===== src/rtl/stopwatch_ctrl.sv =====
// Stopwatch control FSM and hh:mm:ss:xx binary timekeeping cascade.
// Optional macro STOPWATCH_BTN_EDGE_EN: buttons are levels, edge-detected.
//
// Ports:
//   clk, rst_n          clock, async active-low reset
//   tick_100hz          one-clk 100 Hz count enable
//   btn_start/lap/clr   front-panel requests
//   hours..centisec     registered display time (live or lap hold)
//   running             state is RUN or LAP
//   lap_active          state is LAP (display frozen)
//   ovf                 sticky hours-wrap flag
module stopwatch_ctrl #(
  parameter int HOUR_MAX = 99
) (
  input  logic       clk,
  input  logic       rst_n,
  input  logic       tick_100hz,
  input  logic       btn_start,
  input  logic       btn_lap,
  input  logic       btn_clr,
  output logic [7:0] hours,
  output logic [7:0] minutes,
  output logic [7:0] seconds,
  output logic [7:0] centisec,
  output logic       running,
  output logic       lap_active,
  output logic       ovf
);

  localparam logic [7:0] LP_HMAX = 8'(HOUR_MAX);

  typedef enum logic [1:0] {
    S_IDLE,
    S_RUN,
    S_LAP,
    S_PAUSE
  } state_t;

  typedef struct packed {
    logic [7:0] hr;
    logic [7:0] mn;
    logic [7:0] sc;
    logic [7:0] cs;
  } tod_t;

  state_t r_state;
  state_t w_state_nxt;
  tod_t   r_live;
  tod_t   r_hold;
  tod_t   r_disp;
  logic   r_ovf;

  tod_t   w_live_nxt;
  tod_t   w_hold_nxt;
  logic   w_ovf_nxt;
  logic   w_capture;
  logic   w_clear;
  logic   w_cnt;
  logic   w_hr_wrap;
  logic [2:0] w_req;
  logic   w_start;
  logic   w_lap;
  logic   w_clr;

`ifdef STOPWATCH_BTN_EDGE_EN
  logic [2:0] r_btn_q;
  logic [2:0] r_btn_prev;

  // Both stages reset high so a button held across
  // reset release never looks like a fresh press.
  always_ff @(posedge clk or negedge rst_n) begin
    if (!rst_n) begin
      r_btn_q    <= 3'b111;
      r_btn_prev <= 3'b111;
    end else begin
      r_btn_q    <= {btn_clr, btn_lap, btn_start};
      r_btn_prev <= r_btn_q;
    end
  end

  assign w_req = r_btn_q & ~r_btn_prev;
`else
  assign w_req = {btn_clr, btn_lap, btn_start};
`endif

  assign w_start = w_req[0];
  assign w_lap   = w_req[1];
  assign w_clr   = w_req[2];

  // Each state tests only the requests it honours, in
  // clr > start > lap order, so an ignored higher
  // request never masks a valid lower one.
  always_comb begin
    w_state_nxt = r_state;
    w_capture   = 1'b0;
    w_clear     = 1'b0;
    unique case (r_state)
      S_IDLE: begin
        if (w_start) w_state_nxt = S_RUN;
      end
      S_RUN: begin
        if (w_start) begin
          w_state_nxt = S_PAUSE;
        end else if (w_lap) begin
          w_state_nxt = S_LAP;
          w_capture   = 1'b1;
        end
      end
      S_LAP: begin
        if (w_start)    w_state_nxt = S_PAUSE;
        else if (w_lap) w_state_nxt = S_RUN;
      end
      S_PAUSE: begin
        if (w_clr) begin
          w_state_nxt = S_IDLE;
          w_clear     = 1'b1;
        end else if (w_start) begin
          w_state_nxt = S_RUN;
        end
      end
      default: w_state_nxt = S_IDLE;
    endcase
  end

  // Counting keys off the registered state only.
  assign w_cnt = tick_100hz &
                 ((r_state == S_RUN) ||
                  (r_state == S_LAP));

  assign w_hr_wrap = (r_live.cs == 8'd99) &&
                     (r_live.sc == 8'd59) &&
                     (r_live.mn == 8'd59) &&
                     (r_live.hr == LP_HMAX);

  always_comb begin
    w_live_nxt = r_live;
    if (w_clear) begin
      w_live_nxt = '0;
    end else if (w_cnt) begin
      if (r_live.cs != 8'd99) begin
        w_live_nxt.cs = r_live.cs + 8'd1;
      end else begin
        w_live_nxt.cs = 8'd0;
        if (r_live.sc != 8'd59) begin
          w_live_nxt.sc = r_live.sc + 8'd1;
        end else begin
          w_live_nxt.sc = 8'd0;
          if (r_live.mn != 8'd59) begin
            w_live_nxt.mn = r_live.mn + 8'd1;
          end else begin
            w_live_nxt.mn = 8'd0;
            if (r_live.hr != LP_HMAX)
              w_live_nxt.hr = r_live.hr + 8'd1;
            else
              w_live_nxt.hr = 8'd0;
          end
        end
      end
    end
  end

  // Hold takes the pre-increment live value.
  always_comb begin
    w_hold_nxt = r_hold;
    if (w_clear)        w_hold_nxt = '0;
    else if (w_capture) w_hold_nxt = r_live;
  end

  always_comb begin
    w_ovf_nxt = r_ovf;
    if (w_clear)                w_ovf_nxt = 1'b0;
    else if (w_cnt && w_hr_wrap) w_ovf_nxt = 1'b1;
  end

  always_ff @(posedge clk or negedge rst_n) begin
    if (!rst_n) begin
      r_state <= S_IDLE;
      r_live  <= '0;
      r_hold  <= '0;
      r_disp  <= '0;
      r_ovf   <= 1'b0;
    end else begin
      r_state <= w_state_nxt;
      r_live  <= w_live_nxt;
      r_hold  <= w_hold_nxt;
      r_ovf   <= w_ovf_nxt;
      r_disp  <= (w_state_nxt == S_LAP) ?
                 w_hold_nxt : w_live_nxt;
    end
  end

  assign hours      = r_disp.hr;
  assign minutes    = r_disp.mn;
  assign seconds    = r_disp.sc;
  assign centisec   = r_disp.cs;
  assign running    = (r_state == S_RUN) ||
                      (r_state == S_LAP);
  assign lap_active = (r_state == S_LAP);
  assign ovf        = r_ovf;

endmodule


===== config.mk =====
export PLATFORM = sky130hd
export DESIGN_NAME = stopwatch_ctrl
export DESIGN_NICKNAME = d
export VERILOG_FILES = /design/src/rtl/stopwatch_ctrl.sv
export SDC_FILE = /design/constraint.sdc
export NUM_CORES = 1
export LEC_CHECK = 0
export CAP_MARGIN = 20
export CELL_PAD_IN_SITES_DETAIL_PLACEMENT = 0
export CELL_PAD_IN_SITES_GLOBAL_PLACEMENT = 1
export CORE_MARGIN = 3
export CORE_UTILIZATION = 25
export CTS_CLUSTER_SIZE = 14
export DETAILED_ROUTE_END_ITERATION = 12
export GPL_TIMING_DRIVEN = 0
export PLACE_DENSITY = 0.51
export SLEW_MARGIN = 20
export SYNTH_ARGS = -nofsm -noshare
export SYNTH_HDL_FRONTEND = slang
export SYNTH_SLANG_ARGS = --single-unit
export TNS_END_PERCENT = 10

===== constraint.sdc =====
create_clock -name clk -period 6 [get_ports clk]
set_input_delay 0.6 -clock clk [delete_from_list [all_inputs] [get_ports clk]]
set_output_delay 0.6 -clock clk [all_outputs]
set_load 0.02 [all_outputs]

# Word level (Yosys, flattened, before mapping)
# Index checks and enable logic that the tools add are counted.
# totals
reg_bits,99
inputBits,6
# op_classes
add_sub_neg,4
eq_ne,12
n_mux,26
bitwise_logic,1
n_reduce_logical,7
# ops
op,n
32-bit 2-to-1 mux,5
8-bit 2-to-1 mux,5
8-bit by 1-bit adder with 8-bit output (second input constant),4
24-bit 2-to-1 mux,1
8-bit by 6-bit == test with 1-bit output (second input constant),2
8-bit by 7-bit == test with 1-bit output (second input constant),2
16-bit 2-to-1 mux,1
8-bit by 6-bit != test with 1-bit output (second input constant),2
8-bit by 7-bit != test with 1-bit output (second input constant),2
2-bit 2-to-1 mux,6
2-bit one-hot mux with 4 select lines,1
1-bit 2-to-1 mux,7
2-bit == test (second input constant),3
1-bit logical AND,4
2-bit by 1-bit == test with 1-bit output (second input constant),1
2-bit zero test,1
2-bit nonzero test,1
1-bit bitwise AND,1
1-bit logical OR,1

# Depth between registers and ports, before layout
# depth
depth_word,8
depth_mapped,9
depth_no_buf,7

# Worst setup path before layout
# Ideal clock, no wire load.
# synth_timing
kind,register to register
from,register r_state[0]
to,register r_disp (netlist bit hours[5])
setup_ps,121
t_arrival_ps,2082
required_ps,5879
setup_slack_ps,3797
path_stages_with_launch,9
path_buffers,1
path_cell_list,dfrtp_1 inv_1 ha_1 and3_2 nand3_4 buf_6 o41ai_1 o41ai_1 a22o_1
# synth_between
elab_chain_len,6
elab_cells_between_ends,21
cone_classes,4 x eq/ne; 14 x mux; 1 x bitwise; 2 x reduce/logical
# synth_rtl
item,line_no,text
from (decl),46,state_t r_state;
from (signal assigned),183,r_state <= w_state_nxt;
2-bit by 1-bit == test with 1-bit output or 2-bit == test (tied branches),n/a,
1-bit logical OR (*),n/a,
named net running,25,"output logic running,"
1-bit bitwise AND (*),126,assign w_cnt = tick_100hz &
32-bit 2-to-1 mux (*),139,end else if (w_cnt) begin
32-bit 2-to-1 mux (*),137,if (w_clear) begin
32-bit 2-to-1 mux (*),187,r_disp <= (w_state_nxt == S_LAP) ?
to (signal assigned),187,
to (decl),50,tod_t r_disp;
# Mark *: on every way through the listed nets, which the timed path passes. The rest lies on a longest branch.
# A chain may end at the register's enable or synchronous reset.

==> qor.json <==
{
  "floorplanning": {
    "io-pin-count": 41,
    "rows": 48,
    "core_um2": 17600,
    "start_util_pct": 26.04,
    "dieArea_um2": 19990,
    "fp.dieH_um": 141.4,
    "floorplan.die.width_um": 141.4
  },
  "detailed_routing": {
    "drc": 0,
    "route.layer.met1.wl_um": 6085,
    "first_iter_violations": 236,
    "antenna_violating_nets_post_route": 0,
    "drt_pass1_iterations": 5,
    "uppermost_metal_layer_occupied_by_signal_nets": "met4",
    "via_count": 3483,
    "postRouteWirelength_um": 12160,
    "wire_per_inst_um": 16.85,
    "detailroute.wirelength.met3_um": 269,
    "detail_route.vias_per_cell": 4.824,
    "wl_met2_um": 5574
  },
  "sta": {
    "hold_violations": 0,
    "rsz0062_at_grt": "false",
    "max_slew.worst_pin.slew_ns": 0.7087,
    "totalNegativeSetupSlack_ns": 0,
    "final-max-slew-violation-count": 0,
    "setup-violations-final": 0,
    "final.min_clock_period_ns": 2.795,
    "max_freq_mhz": 357.8,
    "finalClockSkew_ns": 0.01505,
    "period_share_pct": 46.58,
    "slew_headroom_pct": 52.75
  },
  "worst_setup_path": {
    "crit-reg2reg-capture": "r_live[23]",
    "timing.critical_path.to_type": "flip-flop",
    "rr_startpoint": "r_state[0]",
    "worst_setup_path_startpoint": "btn_clr",
    "ff2ff_path_depth": 7,
    "worstPathMaxFanout": 10,
    "critical_path_required_ns": 6.22,
    "timing.critical_path.to": "r_live[23]",
    "timing.critical_path.from_type": "input pin",
    "reg2reg_setup_slack_ns": 3.36,
    "worst-setup-path-type": "input pin to flip-flop",
    "cp.arrival_ns": 3.01
  },
  "logic_synthesis": {
    "synth.most_common_cell": "sky130_fd_sc_hd__dfrtp_1",
    "synth.net_count": 454,
    "synth_cells": 440,
    "synth.yosys.warnings": 0,
    "synth.top_cell.area_share_pct": 54.07,
    "synthDominantAreaCellType": "sky130_fd_sc_hd__dfrtp_1",
    "yosysUniqueCellTypes": 63,
    "postSynthAreaPerCell_um2": 10.41,
    "synth_top_cells_by_area": "sky130_fd_sc_hd__dfrtp_1, sky130_fd_sc_hd__nand2_1, sky130_fd_sc_hd__a21oi_1",
    "mappedNetlistArea_um2": 4582,
    "ys_async_sr_fraction_pct": 100.0,
    "register_bit_count_reported_by_yosys": 99,
    "synth_commonest_cells": "sky130_fd_sc_hd__dfrtp_1, sky130_fd_sc_hd__nand2_1, sky130_fd_sc_hd__a21oi_1, sky130_fd_sc_hd__nor2_1, sky130_fd_sc_hd__mux2_2",
    "seq_area_frac_synth_pct": 54.07,
    "post_synth_edffs": 0,
    "synth-main-ff-cell": "sky130_fd_sc_hd__dfrtp_1"
  },
  "layout": {
    "design.final.nets": 506,
    "final-seq-area_um2": 2477,
    "area_of_combinational_cells_with_multiple_inputs_um2": 1922,
    "area_growth_pct": 22.31,
    "post_route_cells_drive_above_1_share_pct": 11.07,
    "n_antenna_cell": 0,
    "fillers": 1803,
    "finish.cell_count_without_fillers": 722
  },
  "clocking": {
    "cts_tree": "done",
    "root_buffer": "sky130_fd_sc_hd__clkbuf_16",
    "clk_pin_slew_ns": 0.07,
    "postCtsSetupBuffers": 0,
    "tritoncts.num_buffers": 9,
    "post_cts_hold_buffer_count": 0,
    "cts.sinks": 99,
    "htree_num_levels": 3,
    "ctsLongestPathBuffers": 2,
    "ctsResizeCount": 0,
    "worst_skew_pair.late_latency_ns": 0.36
  },
  "pwr": {
    "switching_power_summed_over_all_nets_w": 0.0006277,
    "power.density_nw_per_um2": 338.6,
    "switching_share_pct": 33.08,
    "power.share.clock_pct": 32.2,
    "power.static_leakage_nw": 2.425,
    "internal_power_w": 0.001270,
    "vdd_ir_drop_max_v": 0.0002412,
    "power.share.combinational_pct": 27.4,
    "pwr-share-seq_pct": 40.3
  },
  "place": {
    "place.port_buffers": 40,
    "placed_cells": 706,
    "place_congestion": 0.7899,
    "dp.final_hpwl_um": 8259
  },
  "global_route": {
    "grt_first_pass_wirelength_um": 20230,
    "vias_in_the_first_global_route": 3675,
    "globalRouteOverflowTotal": 0,
    "grt_start_max_net_pins": 67,
    "grt_util_all_layers_pct": 12.87,
    "antenna_violations_before_repair": 0
  },
  "worst_hold_path": {
    "hold_path_class": "input pin to async pin"
  },
  "status": {
    "status": "completed"
  },
  "flow_run": {
    "max_cap_violations": 0
  }
}
[worst min-delay path by stage]
stage                    start           to  slack (ns)
global route             rst_n  centisec[1]        0.15
finish                   rst_n  centisec[1]        0.13
global placement    r_hold[13]   r_hold[13]        0.51
detailed placement  r_hold[25]   r_hold[25]        0.51
floorplan                rst_n  centisec[0]        0.30
CTS                      rst_n  centisec[1]        0.13
[worst max-delay path: stages]
cell and delay [ns]:
sky130_fd_sc_hd__clkdlybuf4s50_1 0.52, sky130_fd_sc_hd__and2_1 0.15, sky130_fd_sc_hd__clkbuf_8 0.16, sky130_fd_sc_hd__clkbuf_1 0.49, sky130_fd_sc_hd__clkbuf_1 0.50, sky130_fd_sc_hd__buf_1 0.46
sky130_fd_sc_hd__nor2_1 0.12
[layout by cell type (no fill, tap or decap), types with 7 or more instances in the layout]
| cell | n |
|---|---|
| sky130_fd_sc_hd__clkdlybuf4s50_1 | 39 |
| sky130_fd_sc_hd__clkbuf_1 | 11 |
| sky130_fd_sc_hd__mux2_2 | 15 |
| sky130_fd_sc_hd__inv_1 | 8 |
| sky130_fd_sc_hd__a21oi_1 | 49 |
| sky130_fd_sc_hd__clkbuf_16 | 9 |
| sky130_fd_sc_hd__ha_1 | 8 |
| sky130_fd_sc_hd__nand2_1 | 81 |
| sky130_fd_sc_hd__dfrtp_1 | 99 |
| sky130_fd_sc_hd__nand3_1 | 12 |
| sky130_fd_sc_hd__nand4_1 | 7 |
| sky130_fd_sc_hd__mux2_1 | 8 |
| sky130_fd_sc_hd__nor2_1 | 23 |
| sky130_fd_sc_hd__nor3_1 | 7 |
[flip-flops by register name, summed over array words and instances, names as in the netlist]
signal,flops
minutes,8
centisec,8
r_state,2
ovf,1
r_hold,32
r_live,32
hours,8
seconds,8
[power groups by stage]
stage	combinational (W)	sequential, W	clock [W]
after floorplan	0.000318	0.000792	0
after global placement	0.000524	0.000778	0
after detailed placement	0.000527	0.000777	0
after CTS	0.000530	0.000765	0.000637
after global routing	0.000577	0.000774	0.000662
final	0.000520	0.000766	0.000612
[layout make-up]
type | instances | area share, %
Sequential cell | 99 | 44.21
Multi-Input combinational cell | 309 | 34.29
Timing Repair Buffer | 41 | 7.658
Tap cell | 225 | 5.023
Clock buffer | 11 | 4.510
Buffer | 24 | 2.724
Clock inverter | 5 | 1.049
Inverter | 8 | 0.5358
[metrics by stage]
step	util [%]	area [um^2]	total power [W]	setup WS [ns]	hold slack, ns
2_1_floorplan	-	4582	0.001110	3.797	0.3044
3_3_place_gp	29.91	5264	0.001301	0.4517	0.5058
3_5_place_dp	30.08	5293	0.001304	2.755	0.5144
4_1_cts	31.85	5604	0.001933	3.138	0.1313
5_1_grt	31.85	5604	0.002013	2.994	0.1453
6_report	31.85	5604	0.001898	3.205	0.1297
[kinds of logic after synthesis]
logic type | after synthesis | synth area share, %
compound gates | 100 | 14.06
xor+xnor | 8 | 1.529
fa+ha+maj | 8 | 2.185
buf+inv | 32 | 3.987
flops | 99 | 54.07
mux | 24 | 5.871
simple gates | 169 | 18.30
[per-layer routing]
layer / vias to the layer above / global-route usage, %
met3: 14 / 1.921
met1: 1731 / 18.08
met4: 0 / 5.354
met2: 57 / 19.89
met5: - / 0
li1: 1681 / -
Note: power is estimated with default switching activity, not from simulation.
